**src/rtl/testpattern_pkg.sv**
```systemverilog
// Shared types and helpers for the test-pattern AXI4-Stream generator.
package testpattern_pkg;

  typedef enum logic [1:0] {
    ModeRamp    = 2'd0,
    ModeBars    = 2'd1,
    ModeChecker = 2'd2,
    ModeSolid   = 2'd3
  } mode_e;

  typedef enum logic [1:0] {
    StIdle = 2'd0,
    StRun  = 2'd1,
    StDone = 2'd2
  } state_e;

  localparam int unsigned NumBars = 8;

  // Per-component on/off mask {c2,c1,c0}; the caller replicates each bit to C bits.
  function automatic logic [2:0] bar_mask(input logic [2:0] idx);
    logic [2:0] on;
    case (idx)
      3'd0:    on = 3'b111; // white
      3'd1:    on = 3'b110; // yellow
      3'd2:    on = 3'b011; // cyan
      3'd3:    on = 3'b010; // green
      3'd4:    on = 3'b101; // magenta
      3'd5:    on = 3'b100; // red
      3'd6:    on = 3'b001; // blue
      default: on = 3'b000; // black
    endcase
    return on;
  endfunction

endpackage

```
**src/rtl/testpattern_axis_gen_if.sv**
```systemverilog
// AXI4-Stream video bus: TUSER marks start of frame, TLAST marks end of line.
interface testpattern_axis_gen_if #(
  parameter int unsigned DataWidth = 24
) ();
  logic [DataWidth-1:0] tdata;
  logic                 tvalid;
  logic                 tready;
  logic                 tlast;
  logic                 tuser;

  modport master (output tdata, output tvalid, output tlast, output tuser, input tready);
  modport slave  (input tdata, input tvalid, input tlast, input tuser, output tready);
endinterface

```
**src/rtl/testpattern_sync_edge.sv**
```systemverilog
// Two-flop synchroniser for an asynchronous level plus a rising-edge pulse.
module testpattern_sync_edge (
  input  logic clk_i,
  input  logic rst_ni,
  input  logic d_i,
  output logic level_o,
  output logic rise_o
);
  logic [2:0] sync_q;

  always_ff @(posedge clk_i or negedge rst_ni) begin
    if (!rst_ni) begin
      sync_q <= '0;
    end else begin
      sync_q <= {sync_q[1:0], d_i};
    end
  end

  assign level_o = sync_q[1];
  assign rise_o  = sync_q[1] & ~sync_q[2];
endmodule

```
**src/rtl/testpattern_axis_gen.sv**
```systemverilog
// Test-image generator (ramp/bars/checker/solid) on an AXI4-Stream master.
// Define TESTPAT_CHECKSUM_EN to add the per-frame TDATA checksum output.
module testpattern_axis_gen
  import testpattern_pkg::*;
#(
  parameter int unsigned DataWidth = 24,
  parameter int unsigned CntWidth  = 12,
  parameter int unsigned ChkLog2   = 5
) (
  input  logic                 clk_i,
  input  logic                 rst_ni,
  input  logic                 teston_i,
  input  logic [1:0]           mode_i,
  input  logic [CntWidth-1:0]  h_size_i,
  input  logic [CntWidth-1:0]  v_size_i,
  input  logic [15:0]          frames_i,
  input  logic [DataWidth-1:0] solid_color_i,
  output logic                 testend_o,
  output logic [31:0]          test_pixelcnt_o,
  output logic [15:0]          test_framecnt_o,
`ifdef TESTPAT_CHECKSUM_EN
  output logic [31:0]          test_checksum_o,
`endif
  testpattern_axis_gen_if.master m_axis
);

  localparam int unsigned CompWidth = DataWidth / 3;
  localparam logic [CntWidth-1:0] CntOne = CntWidth'(1);

  logic teston_lvl, start;

  testpattern_sync_edge u_sync (
    .clk_i   (clk_i),
    .rst_ni  (rst_ni),
    .d_i     (teston_i),
    .level_o (teston_lvl),
    .rise_o  (start)
  );

  state_e                state_q, state_d;
  mode_e                 mode_q, mode_d;
  logic [CntWidth-1:0]   hsize_q, hsize_d, vsize_q, vsize_d, bw_q, bw_d;
  logic [15:0]           frames_q, frames_d;
  logic [DataWidth-1:0]  solid_q, solid_d;
  logic [CntWidth-1:0]   hcnt_q, hcnt_d, vcnt_q, vcnt_d, bar_cnt_q, bar_cnt_d;
  logic [CompWidth-1:0]  ramp_q, ramp_d;
  logic [2:0]            bar_idx_q, bar_idx_d;
  logic                  tvalid_q, tvalid_d, tlast_q, tlast_d, tuser_q, tuser_d;
  logic [DataWidth-1:0]  tdata_q, tdata_d, pix_d;
  logic                  testend_q, testend_d;
  logic [31:0]           pixcnt_q, pixcnt_d;
  logic [15:0]           framecnt_q, framecnt_d;

  logic hs, h_last, v_last, frame_end, final_frame, load, present;
  logic [CntWidth-1:0] bw_in;
  logic [2:0] bar_on;

  assign hs          = tvalid_q & m_axis.tready;
  assign h_last      = (hcnt_q == hsize_q - CntOne);
  assign v_last      = (vcnt_q == vsize_q - CntOne);
  assign frame_end   = hs & h_last & v_last;
  assign final_frame = (frames_q != 16'd0) && (framecnt_q + 16'd1 == frames_q);
  // A start pulse in RUN is ignored; zero-sized frames never start.
  assign load        = start & (h_size_i != '0) & (v_size_i != '0) & (state_q != StRun);
  assign bw_in       = ((h_size_i >> 3) == '0) ? CntOne : (h_size_i >> 3);

  always_comb begin
    state_d = state_q;
    case (state_q)
      StIdle: if (load) state_d = StRun;
      StRun: begin
        if (frame_end) begin
          if (final_frame)      state_d = StDone;
          else if (!teston_lvl) state_d = StIdle;
        end
      end
      StDone: begin
        if (load)             state_d = StRun;
        else if (!teston_lvl) state_d = StIdle;
      end
      default: state_d = StIdle;
    endcase
  end

  always_comb begin
    mode_d     = mode_q;
    hsize_d    = hsize_q;
    vsize_d    = vsize_q;
    bw_d       = bw_q;
    frames_d   = frames_q;
    solid_d    = solid_q;
    hcnt_d     = hcnt_q;
    vcnt_d     = vcnt_q;
    ramp_d     = ramp_q;
    bar_cnt_d  = bar_cnt_q;
    bar_idx_d  = bar_idx_q;
    tvalid_d   = tvalid_q;
    testend_d  = testend_q;
    pixcnt_d   = pixcnt_q;
    framecnt_d = framecnt_q;
    if (load) begin
      mode_d     = mode_e'(mode_i);
      hsize_d    = h_size_i;
      vsize_d    = v_size_i;
      bw_d       = bw_in;
      frames_d   = frames_i;
      solid_d    = solid_color_i;
      hcnt_d     = '0;
      vcnt_d     = '0;
      ramp_d     = CompWidth'(1);
      bar_cnt_d  = '0;
      bar_idx_d  = '0;
      tvalid_d   = 1'b1;
      testend_d  = 1'b0;
      pixcnt_d   = '0;
      framecnt_d = '0;
    end else if (hs) begin
      pixcnt_d = pixcnt_q + 32'd1;
      hcnt_d   = h_last ? '0 : hcnt_q + CntOne;
      if (h_last) vcnt_d = v_last ? '0 : vcnt_q + CntOne;
      ramp_d   = frame_end ? CompWidth'(1) : ramp_q + CompWidth'(1);
      if (h_last) begin
        bar_cnt_d = '0;
        bar_idx_d = '0;
      end else if (bar_cnt_q == bw_q - CntOne) begin
        bar_cnt_d = '0;
        bar_idx_d = (bar_idx_q == 3'(NumBars - 1)) ? bar_idx_q : bar_idx_q + 3'd1;
      end else begin
        bar_cnt_d = bar_cnt_q + CntOne;
      end
      if (frame_end) framecnt_d = framecnt_q + 16'd1;
      if (state_d != StRun) begin
        tvalid_d = 1'b0;
        if (state_d == StDone) testend_d = 1'b1;
      end
    end
  end

  // Pattern mux works on next-state values so the first beat is ready right after the start edge.
  always_comb begin
    bar_on  = bar_mask(bar_idx_d);
    pix_d   = '0;
    unique case (mode_d)
      ModeRamp:    pix_d = {3{ramp_d}};
      ModeBars:    pix_d = {{CompWidth{bar_on[2]}}, {CompWidth{bar_on[1]}},
                            {CompWidth{bar_on[0]}}};
      ModeChecker: pix_d = (hcnt_d[ChkLog2] ^ vcnt_d[ChkLog2]) ? '0 : '1;
      ModeSolid:   pix_d = solid_d;
    endcase
    present = load | (hs & (state_d == StRun));
    tdata_d = present ? pix_d : tdata_q;
    tlast_d = present ? (hcnt_d == hsize_d - CntOne) : tlast_q;
    tuser_d = present ? ((hcnt_d == '0) && (vcnt_d == '0)) : tuser_q;
  end

  always_ff @(posedge clk_i or negedge rst_ni) begin
    if (!rst_ni) begin
      state_q    <= StIdle;
      mode_q     <= ModeRamp;
      hsize_q    <= '0;
      vsize_q    <= '0;
      bw_q       <= '0;
      frames_q   <= '0;
      solid_q    <= '0;
      hcnt_q     <= '0;
      vcnt_q     <= '0;
      ramp_q     <= '0;
      bar_cnt_q  <= '0;
      bar_idx_q  <= '0;
      tvalid_q   <= 1'b0;
      tlast_q    <= 1'b0;
      tuser_q    <= 1'b0;
      tdata_q    <= '0;
      testend_q  <= 1'b0;
      pixcnt_q   <= '0;
      framecnt_q <= '0;
    end else begin
      state_q    <= state_d;
      mode_q     <= mode_d;
      hsize_q    <= hsize_d;
      vsize_q    <= vsize_d;
      bw_q       <= bw_d;
      frames_q   <= frames_d;
      solid_q    <= solid_d;
      hcnt_q     <= hcnt_d;
      vcnt_q     <= vcnt_d;
      ramp_q     <= ramp_d;
      bar_cnt_q  <= bar_cnt_d;
      bar_idx_q  <= bar_idx_d;
      tvalid_q   <= tvalid_d;
      tlast_q    <= tlast_d;
      tuser_q    <= tuser_d;
      tdata_q    <= tdata_d;
      testend_q  <= testend_d;
      pixcnt_q   <= pixcnt_d;
      framecnt_q <= framecnt_d;
    end
  end

`ifdef TESTPAT_CHECKSUM_EN
  logic [31:0] sum_q, sum_d, checksum_q, checksum_d;

  always_comb begin
    sum_d      = sum_q;
    checksum_d = checksum_q;
    if (load) begin
      sum_d      = '0;
      checksum_d = '0;
    end else if (hs) begin
      sum_d = frame_end ? '0 : sum_q + 32'(tdata_q);
      if (frame_end) checksum_d = sum_q + 32'(tdata_q);
    end
  end

  always_ff @(posedge clk_i or negedge rst_ni) begin
    if (!rst_ni) begin
      sum_q      <= '0;
      checksum_q <= '0;
    end else begin
      sum_q      <= sum_d;
      checksum_q <= checksum_d;
    end
  end

  assign test_checksum_o = checksum_q;
`endif

  assign m_axis.tdata    = tdata_q;
  assign m_axis.tvalid   = tvalid_q;
  assign m_axis.tlast    = tlast_q;
  assign m_axis.tuser    = tuser_q;
  assign testend_o       = testend_q;
  assign test_pixelcnt_o = pixcnt_q;
  assign test_framecnt_o = framecnt_q;

endmodule

```
**src/flat_wrapper.sv**
```systemverilog
// flat-port wrapper written by rule: the top's interface ports become plain ports
module testpattern_axis_gen_flat import testpattern_pkg::*;
#(
  parameter int unsigned DataWidth = 24,
  parameter int unsigned CntWidth  = 12,
  parameter int unsigned ChkLog2   = 5
)
  (clk_i, rst_ni, teston_i, mode_i, h_size_i, v_size_i, frames_i, solid_color_i, testend_o, test_pixelcnt_o, test_framecnt_o, m_axis_tdata, m_axis_tvalid, m_axis_tlast, m_axis_tuser, m_axis_tready);
  testpattern_axis_gen_if #(.DataWidth(DataWidth)) m_axis_i ();
  input  logic clk_i;
  input  logic rst_ni;
  input  logic teston_i;
  input  logic [1:0] mode_i;
  input  logic [CntWidth-1:0] h_size_i;
  input  logic [CntWidth-1:0] v_size_i;
  input  logic [15:0] frames_i;
  input  logic [DataWidth-1:0] solid_color_i;
  output logic testend_o;
  output logic [31:0] test_pixelcnt_o;
  output logic [15:0] test_framecnt_o;
  output wire logic [$bits(m_axis_i.tdata)-1:0] m_axis_tdata;
  output wire logic [$bits(m_axis_i.tvalid)-1:0] m_axis_tvalid;
  output wire logic [$bits(m_axis_i.tlast)-1:0] m_axis_tlast;
  output wire logic [$bits(m_axis_i.tuser)-1:0] m_axis_tuser;
  input wire logic [$bits(m_axis_i.tready)-1:0] m_axis_tready;
  assign m_axis_tdata = m_axis_i.tdata;
  assign m_axis_tvalid = m_axis_i.tvalid;
  assign m_axis_tlast = m_axis_i.tlast;
  assign m_axis_tuser = m_axis_i.tuser;
  assign m_axis_i.tready = m_axis_tready;
  testpattern_axis_gen #(.DataWidth(DataWidth), .CntWidth(CntWidth), .ChkLog2(ChkLog2)) u_core (.clk_i(clk_i), .rst_ni(rst_ni), .teston_i(teston_i), .mode_i(mode_i), .h_size_i(h_size_i), .v_size_i(v_size_i), .frames_i(frames_i), .solid_color_i(solid_color_i), .testend_o(testend_o), .test_pixelcnt_o(test_pixelcnt_o), .test_framecnt_o(test_framecnt_o), .m_axis(m_axis_i));
endmodule
```
**config.mk**
```make
export PLATFORM = sky130hd
export DESIGN_NAME = testpattern_axis_gen_flat
export DESIGN_NICKNAME = d
export VERILOG_FILES = /design/src/rtl/testpattern_pkg.sv /design/src/rtl/testpattern_axis_gen_if.sv /design/src/rtl/testpattern_sync_edge.sv /design/src/rtl/testpattern_axis_gen.sv /design/src/flat_wrapper.sv
export SDC_FILE = /design/constraint.sdc
export NUM_CORES = 1
export LEC_CHECK = 0
export BUFFER_PORTS_ARGS = -buffer_cell sky130_fd_sc_hd__buf_2
export CAP_MARGIN = 20
export CORE_AREA = 2 2 188 190
export CTS_CLUSTER_DIAMETER = 60
export CTS_CLUSTER_SIZE = 10
export DETAILED_ROUTE_END_ITERATION = 8
export DIE_AREA = 0 0 190 192
export SLEW_MARGIN = 0
export SYNTH_ARGS = -nofsm -noshare
export SYNTH_HDL_FRONTEND = slang
export SYNTH_SLANG_ARGS = --single-unit
```
**constraint.sdc**
```tcl
create_clock -name clk_i -period 11.9 [get_ports clk_i]
set_input_delay 1.785 -clock clk_i [delete_from_list [all_inputs] [get_ports clk_i]]
set_output_delay 1.785 -clock clk_i [all_outputs]
set_load 0.01 [all_outputs]
```
==> results.toml, run 1 <==
[status]
status = "complete, no violations"

[power_and_ir_drop]
p_leak_nw = 6.16
p_total_mw = 1.95
ir_drop_mv = 0.118
pwr_density_cell_nw_per_um2 = 142

[setup_path]
required_ns = 12.36
cp.arrival_ns = 5.70
r2r_cells = 11
reg2reg_setup_slack_ns = 7.04
crit_chain = "buf_2, nor4_1, and4_1, nor3_2, buf_4, nand2_1, o21ai_0, inv_1, ha_1, inv_1, nor3_1, a311oi_1, a211o_1, a2111oi_0, o211ai_1, o21ai_0, nand4_1, o31ai_1"
cp.depth = 18
r2r-end = "u_core.m_axis.tdata[8]"
crit_fanout = 25
cp-startpoint = "h_size_i[1]"
r2r-start = "u_core.hsize_q[0]"
cpLargestDelayFamily = "simple AND/OR/NAND/NOR gates"
startpoint_type = "input pin"
cp-endpoint = "u_core.m_axis.tlast"
path_class = "input pin to flip-flop"
slowest_stage = "nor4_1"
cp_num_buf_inv = 4
end_kind = "flip-flop"
slowest_delay_ns = 0.60

[global_routing]
antenna_found_initial = 1
grt_pass1_vias = 10300
grt_use_met2_pct = 30.6
grt_util_all_layers_pct = 19.4
grt.busiest_layer = "met2"
grt_max_degree = 88
grt_util_met3_pct = 3.96
grt_overflow = 0
grt_pass1_wl_mm = 56.5
grtUsageMet1_pct = 26.8

[sta]
finalSetupTns_ns = 0
period_share_pct = 44.0
tightest_slew_ns = 1.04
drv_slew = 0
rsz0062_at_grt = "no"
worst_slack_ns = 6.66
hold_viol_final = 0
finalClockSkew_ns = 0.0176
fmax_mhz = 191
setup_viol = 0
min_period_ns = 5.24
max_slew_margin_pct = 30.3

[min_path]
min_path_type = "flip-flop to flip-flop"

[cells_and_area]
layout.cells.non_filler = 1950
final_cell_mix = "nand2_1 (288), dfrtp_1 (203), buf_2 (144)"
final_nets = 1567
syn_to_final_growth_pct = 15.6
final_common_cell = "nand2_1"
design_area_um2 = 13800
fillCellCount = 3468
drive_above_1_share_pct = 14.9

[clock_network]
cts.reportedPaths.clkPinSlew_ns = 0.06
cts_sinks = 203
cts_htree_levels = 1
cts_tree = "yes"
ctsHoldBuffers = 0
postCtsSetupRepairBufs = 0
numCtsBuffers = 27
cts-resized-gates = 0
root_buffer = "clkbuf_16"
clockBufferDepth = 3
clk_latency_ns = 0.56

[detailed_routing]
wl_mm = 35.3
vias_per_cell = 5.40
via_count = 10500
post_drt_wl_per_cell_um = 18.1
detail-route-antenna-nets = 0
dr.first_iter.drc_count = 752
drc = 0
drt_first_pass_iters = 5

[yosys]
ys_seq_elements = 203
syn_avg_cell_area_um2 = 8.63
synthCells = 1381
ys_seq_area_share_pct = 42.6
synth_async_sr_flop_share_pct = 100
ys_types = 78
netlist_top_cells_area = "dfrtp_1 (43%), nand2_1 (9.1%), xnor2_1 (5.4%)"
yosysWarningCount = 0
synth_ff_type = "dfrtp_1"
synth_top_area_cell = "dfrtp_1"
netlist_area_um2 = 11900
syn-num-nets = 1462
yosysTopAreaCellShare_pct = 42.6
synth_edf_count = 0

[die]
rows = 68
dieArea_um2 = 36500
fp.dieH_um = 192
io_pins = 146
core_um2 = 34300
die_w_um = 190
start_util_pct = 34.7

[place]
placed_cell_area_um2 = 13000
place_congestion = 0.941
dp_hpwl_mm = 25.4
dp.cells = 1912
port_buffers = 145
pre_cts_ws_ns = 6.10

[job]
drv_cap = 0
-- per-layer routing --
metal / up-vias / part of all wire [%]
met2: 344 / 45
met3: 64 / 7.0
met4: 0 / 2.7
met5: - / 0
li1: 5028 / -
met1: 5090 / 46
-- flip-flops by register name, summed over array words and instances, names as in the netlist, 12 cells and up --
signal                  count
u_core.vcnt_q              12
u_core.solid_q             24
u_core.frames_q            16
u_core.test_framecnt_o     16
u_core.bar_cnt_q           12
u_core.test_pixelcnt_o     32
u_core.vsize_q             12
u_core.hsize_q             12
u_core.hcnt_q              12
u_core.m_axis.tdata        24
-- Yosys cell counts, drive strengths merged, types with 15 or more instances --
library cell    n
nand4          35
xnor2          74
and3           20
nor4           33
clkbuf         59
xor2           71
a32oi          26
buf            20
or3            20
dfrtp         203
nor2          123
inv            48
a21oi          30
nor3           52
o21ai          40
nand2         288
nand3          36
a31oi          15
-- worst reg2reg max path, stage by stage (launching register included) --
cell      delay (ns)
dfrtp_1         0.44
inv_1           0.17
ha_1            0.33
nor2b_1         0.28
a31oi_1         0.13
nor4b_2         0.53
o211ai_1        0.46
nor3_2          0.78
nor3_1          0.24
or4_4           0.61
a221oi_4        0.53
a32oi_1         0.20
-- through the flow --
step,util [%],hold WS [ns]
6_report,40.2,0.369
5_1_grt,40.2,0.384
4_1_cts,40.2,0.364
3_5_place_dp,37.9,0.354
3_3_place_gp,37.9,0.352
2_1_floorplan,-,0.331
-- power by group --
group / leakage (nW) / switching, mW / internal [mW]
registers: 2.53 / 0.0954 / 0.764
logic: 3.25 / 0.203 / 0.153
clock network: 0.382 / 0.315 / 0.421
-- how the worst min path moves through the flow --
stage | start | end | cells past startpoint
after CTS | u_core.u_sync.sync_q[0] | u_core.u_sync.sync_q[1] | 0
after detailed placement | u_core.u_sync.sync_q[0] | u_core.u_sync.sync_q[1] | 0
after global routing | u_core.u_sync.sync_q[0] | u_core.u_sync.sync_q[1] | 0
after floorplan | u_core.u_sync.sync_q[0] | u_core.u_sync.sync_q[1] | 0
final | u_core.u_sync.sync_q[0] | u_core.u_sync.sync_q[1] | 0
after global placement | u_core.u_sync.sync_q[0] | u_core.u_sync.sync_q[1] | 0
-- logic make-up (layout without fill, tap and decap cells) --
family	Yosys count	count (layout)	share of synthesized area (%)
compound gates	195	195	11.9
xor+xnor	146	146	10.8
fa+ha+maj	11	11	1.16
buf+inv	127	240	4.14
flops	203	203	42.6
mux	16	16	1.38
other cells	0	1	0
simple gates	683	683	27.9
-- layout make-up --
class	count	area [µm²]	area share, %
Timing Repair Buffer	155	810	5.88
Clock inverter	8	68.8	0.500
Sequential cell	203	5080	36.9
Tap cell	455	569	4.13
Inverter	48	180	1.31
Multi-Input combinational cell	1051	6360	46.2
Antenna cell	1	2.50	0.0182
Clock buffer	29	703	5.11
Power figures use the tool's default switching activity.
==> run 2, diff against run 1 <==
--- a/config.mk
+++ b/config.mk
@@ -5,13 +5,14 @@
 export SDC_FILE = /design/constraint.sdc
 export NUM_CORES = 1
 export LEC_CHECK = 0
+export ABC_AREA = 1
 export BUFFER_PORTS_ARGS = -buffer_cell sky130_fd_sc_hd__buf_2
 export CAP_MARGIN = 20
-export CORE_AREA = 2 2 188 190
+export CORE_AREA = 2 2 193 195
 export CTS_CLUSTER_DIAMETER = 60
 export CTS_CLUSTER_SIZE = 10
 export DETAILED_ROUTE_END_ITERATION = 8
-export DIE_AREA = 0 0 190 192
+export DIE_AREA = 0 0 195 197
 export SLEW_MARGIN = 0
 export SYNTH_ARGS = -nofsm -noshare
 export SYNTH_HDL_FRONTEND = slang
==> constraint.sdc (replaced) <==
create_clock -name clk_i -period 4.3 [get_ports clk_i]
set_input_delay 0.645 -clock clk_i [delete_from_list [all_inputs] [get_ports clk_i]]
set_output_delay 0.645 -clock clk_i [all_outputs]
set_load 0.01 [all_outputs]
==> run 2 against run 1 <==
Via count up 13%; worst setup slack worse by 5.8 ns; global-route usage is 0.39 points higher; critical endpoint is now u_core.m_axis.tdata[1]; largest power group is now combinational cells; highest routed layer unchanged.
==> results.toml, run 2 <==
[clock_network]
cts.reportedPaths.clkPinSlew_ns = 0.06
root_buffer = "clkbuf_16"
cts_sinks = 203
postCtsSetupRepairBufs = 0
ctsHoldBuffers = 0
cts_htree_levels = 1
cts-resized-gates = 0
numCtsBuffers = 27
cts_tree = "yes"
clk_latency_ns = 0.55
clockBufferDepth = 3

[global_routing]
grt_overflow = 0
grt_max_degree = 92
grt_pass1_vias = 11700
grt_pass1_wl_mm = 61.2
grt_util_all_layers_pct = 19.7
antenna_found_initial = 0

[status]
status = "complete, no violations"

[yosys]
yosysWarningCount = 0
ys_seq_elements = 203
synth_commonest_cells = "nand2_1 (556), inv_1 (234), dfrtp_1 (203)"
synth_top_area_cell = "dfrtp_1"
ys_types = 57
synth_compound_area_share_pct = 7.06
synthCells = 1780
synth.mux.area_fraction_pct = 0.0795
syn_avg_cell_area_um2 = 7.08
synth_async_sr_flop_share_pct = 100
synth_edf_count = 0
synth_fa_ha_area_share_pct = 1.09
netlist_top_cells_area = "dfrtp_1 (40%), nand2_1 (17%), inv_1 (7.0%)"
synth_xor_xnor_area_share_pct = 4.24
ys_seq_area_share_pct = 40.3
synth_simple_gate_area_share_pct = 37.9
syn-num-nets = 1861
yosysTopAreaCellShare_pct = 40.3
synth_ff_type = "dfrtp_1"
synth_top_family_by_area = "simple AND/OR/NAND/NOR gates"
synth.most_common_cell = "nand2_1"
netlist_area_um2 = 12600

[job]
drv_cap = 0

[setup_path]
crit_fanout = 9
path_class = "flip-flop to flip-flop"
end_kind = "flip-flop"
startpoint_type = "flip-flop"
cp.arrival_ns = 3.86
required_ns = 4.74

[sta]
min_period_ns = 3.42
setup_viol = 0
fmax_mhz = 292
finalClockSkew_ns = 0.0217
max_slew_margin_pct = 49.0
drv_slew = 0
period_share_pct = 79.5
hold_slack_ns = 0.190
hold_viol_final = 0
finalSetupTns_ns = 0
rsz0062_at_grt = "no"
tightest_slew_ns = 0.765

[cells_and_area]
final_cell_mix = "nand2_1 (556), inv_1 (234), dfrtp_1 (203)"
regArea_um2 = 5080
largest_reg_flops = 32
layout.cells.non_filler = 2405
final_nets = 2006
drive_above_1_share_pct = 15.2
fillCellCount = 3813
final_common_cell = "nand2_1"
multi_input_area_um2 = 6360
syn_to_final_growth_pct = 15.7
design_area_um2 = 14600
antenna_cells = 0

[power_and_ir_drop]
p_clk_share_pct = 25.4
p_switching_mw = 3.41
ir_drop_mv = 0.286
seqPwrFrac_pct = 35.5
p_leak_nw = 7.54
p_sw_share_pct = 41.8
combinationalPowerShare_pct = 39.0
pwr_density_cell_nw_per_um2 = 560
p_int_mw = 4.75

[place]
placed_cell_area_um2 = 13800
dp.cells = 2364
place_congestion = 0.907
port_buffers = 145
dp_hpwl_mm = 28.3

[die]
core_um2 = 36300
start_util_pct = 34.7
io_pins = 146
dieArea_um2 = 38400
die_w_um = 195
rows = 70
fp.dieH_um = 197

[min_path]
min_path_type = "input pin to async pin"

[detailed_routing]
dr.first_iter.drc_count = 745
via_count = 11900
drt_first_pass_iters = 6
post_drt_wl_per_cell_um = 15.7
drc = 0
vias_per_cell = 4.93
wl_mm = 37.8
detail-route-antenna-nets = 0
## run 2: logic make-up (layout without fill, tap and decap cells)
group | count (synthesis) | count (layout)
AO/OA/AOI/OAI | 158 | 158
adder cells (fa/ha/maj) | 11 | 11
AND/OR/NAND/NOR | 1059 | 1059
multiplexers | 1 | 1
flip-flops | 203 | 203
buffers and inverters | 287 | 444
XOR/XNOR | 61 | 61
## run 2: path summary, 6_finish.rpt
kind	startpoint	cells after the start	slack, ns	end
min in group clk_i	teston_i	1	0.21	u_core.u_sync.sync_q[0]
worst min register to register	u_core.u_sync.sync_q[0]	0	0.35	u_core.u_sync.sync_q[1]
worst max register to register	u_core.hsize_q[0]	15	0.88	u_core.m_axis.tdata[1]
worst min-delay path	rst_ni	1	0.19	u_core.bar_cnt_q[9]
worst max-delay path	u_core.hsize_q[0]	15	0.88	u_core.m_axis.tdata[1]
max in group asynchronous	rst_ni	2	3.09	u_core.m_axis.tdata[0]
## run 2: layer usage
metal / share of wire (%) / vias to the layer above / global-route usage (%)
met5: 0 / - / 0
met4: 3.2 / 0 / 6.81
met3: 5.7 / 77 / 3.34
met2: 46 / 351 / 32.3
met1: 45 / 5484 / 26.5
li1: - / 5945 / -
## run 2: power groups by stage
stage               clock, mW  combinational, mW  sequential, mW
global placement            0               3.13            2.91
detailed placement          0               3.18            2.91
global route             2.19               3.64            2.97
finish                   2.08               3.19            2.90
CTS                      2.12               3.19            2.89
floorplan                   0               2.29            2.84
## run 2: area by class of cell
type	count	share of cell area, %
flip-flops and latches	203	34.8
multi-input cells	1290	43.6
well taps	468	4.02
clock inverters	8	0.541
repair buffers	156	5.69
inverters	247	6.43
clock buffers	33	4.86
## run 2: worst max-delay path, cell delays in order, from the launching register on
cell and delay (ns):
dfrtp_1 0.37, inv_1 0.22, ha_1 0.29, nand2_2 0.13
nor2_4 0.13, nand4_1 0.22, nand3_1 0.18, nor2_2 0.07
nand3_1 0.13, nand2_1 0.20, nand2_1 0.35, nand3_1 0.37
a21oi_1 0.37, nand3_1 0.13, nand2_1 0.08, nand2_1 0.06
## run 2: metrics by stage
stage                     setup WS (ns)  power (mW)  utilization (%)
final                             0.880        8.16             40.2
after global placement            0.827        6.04             38.0
after floorplan                    1.70        5.13                -
after CTS                         0.873        8.20             40.2
after global routing              0.493        8.80             40.2
after detailed placement          0.789        6.09             38.0
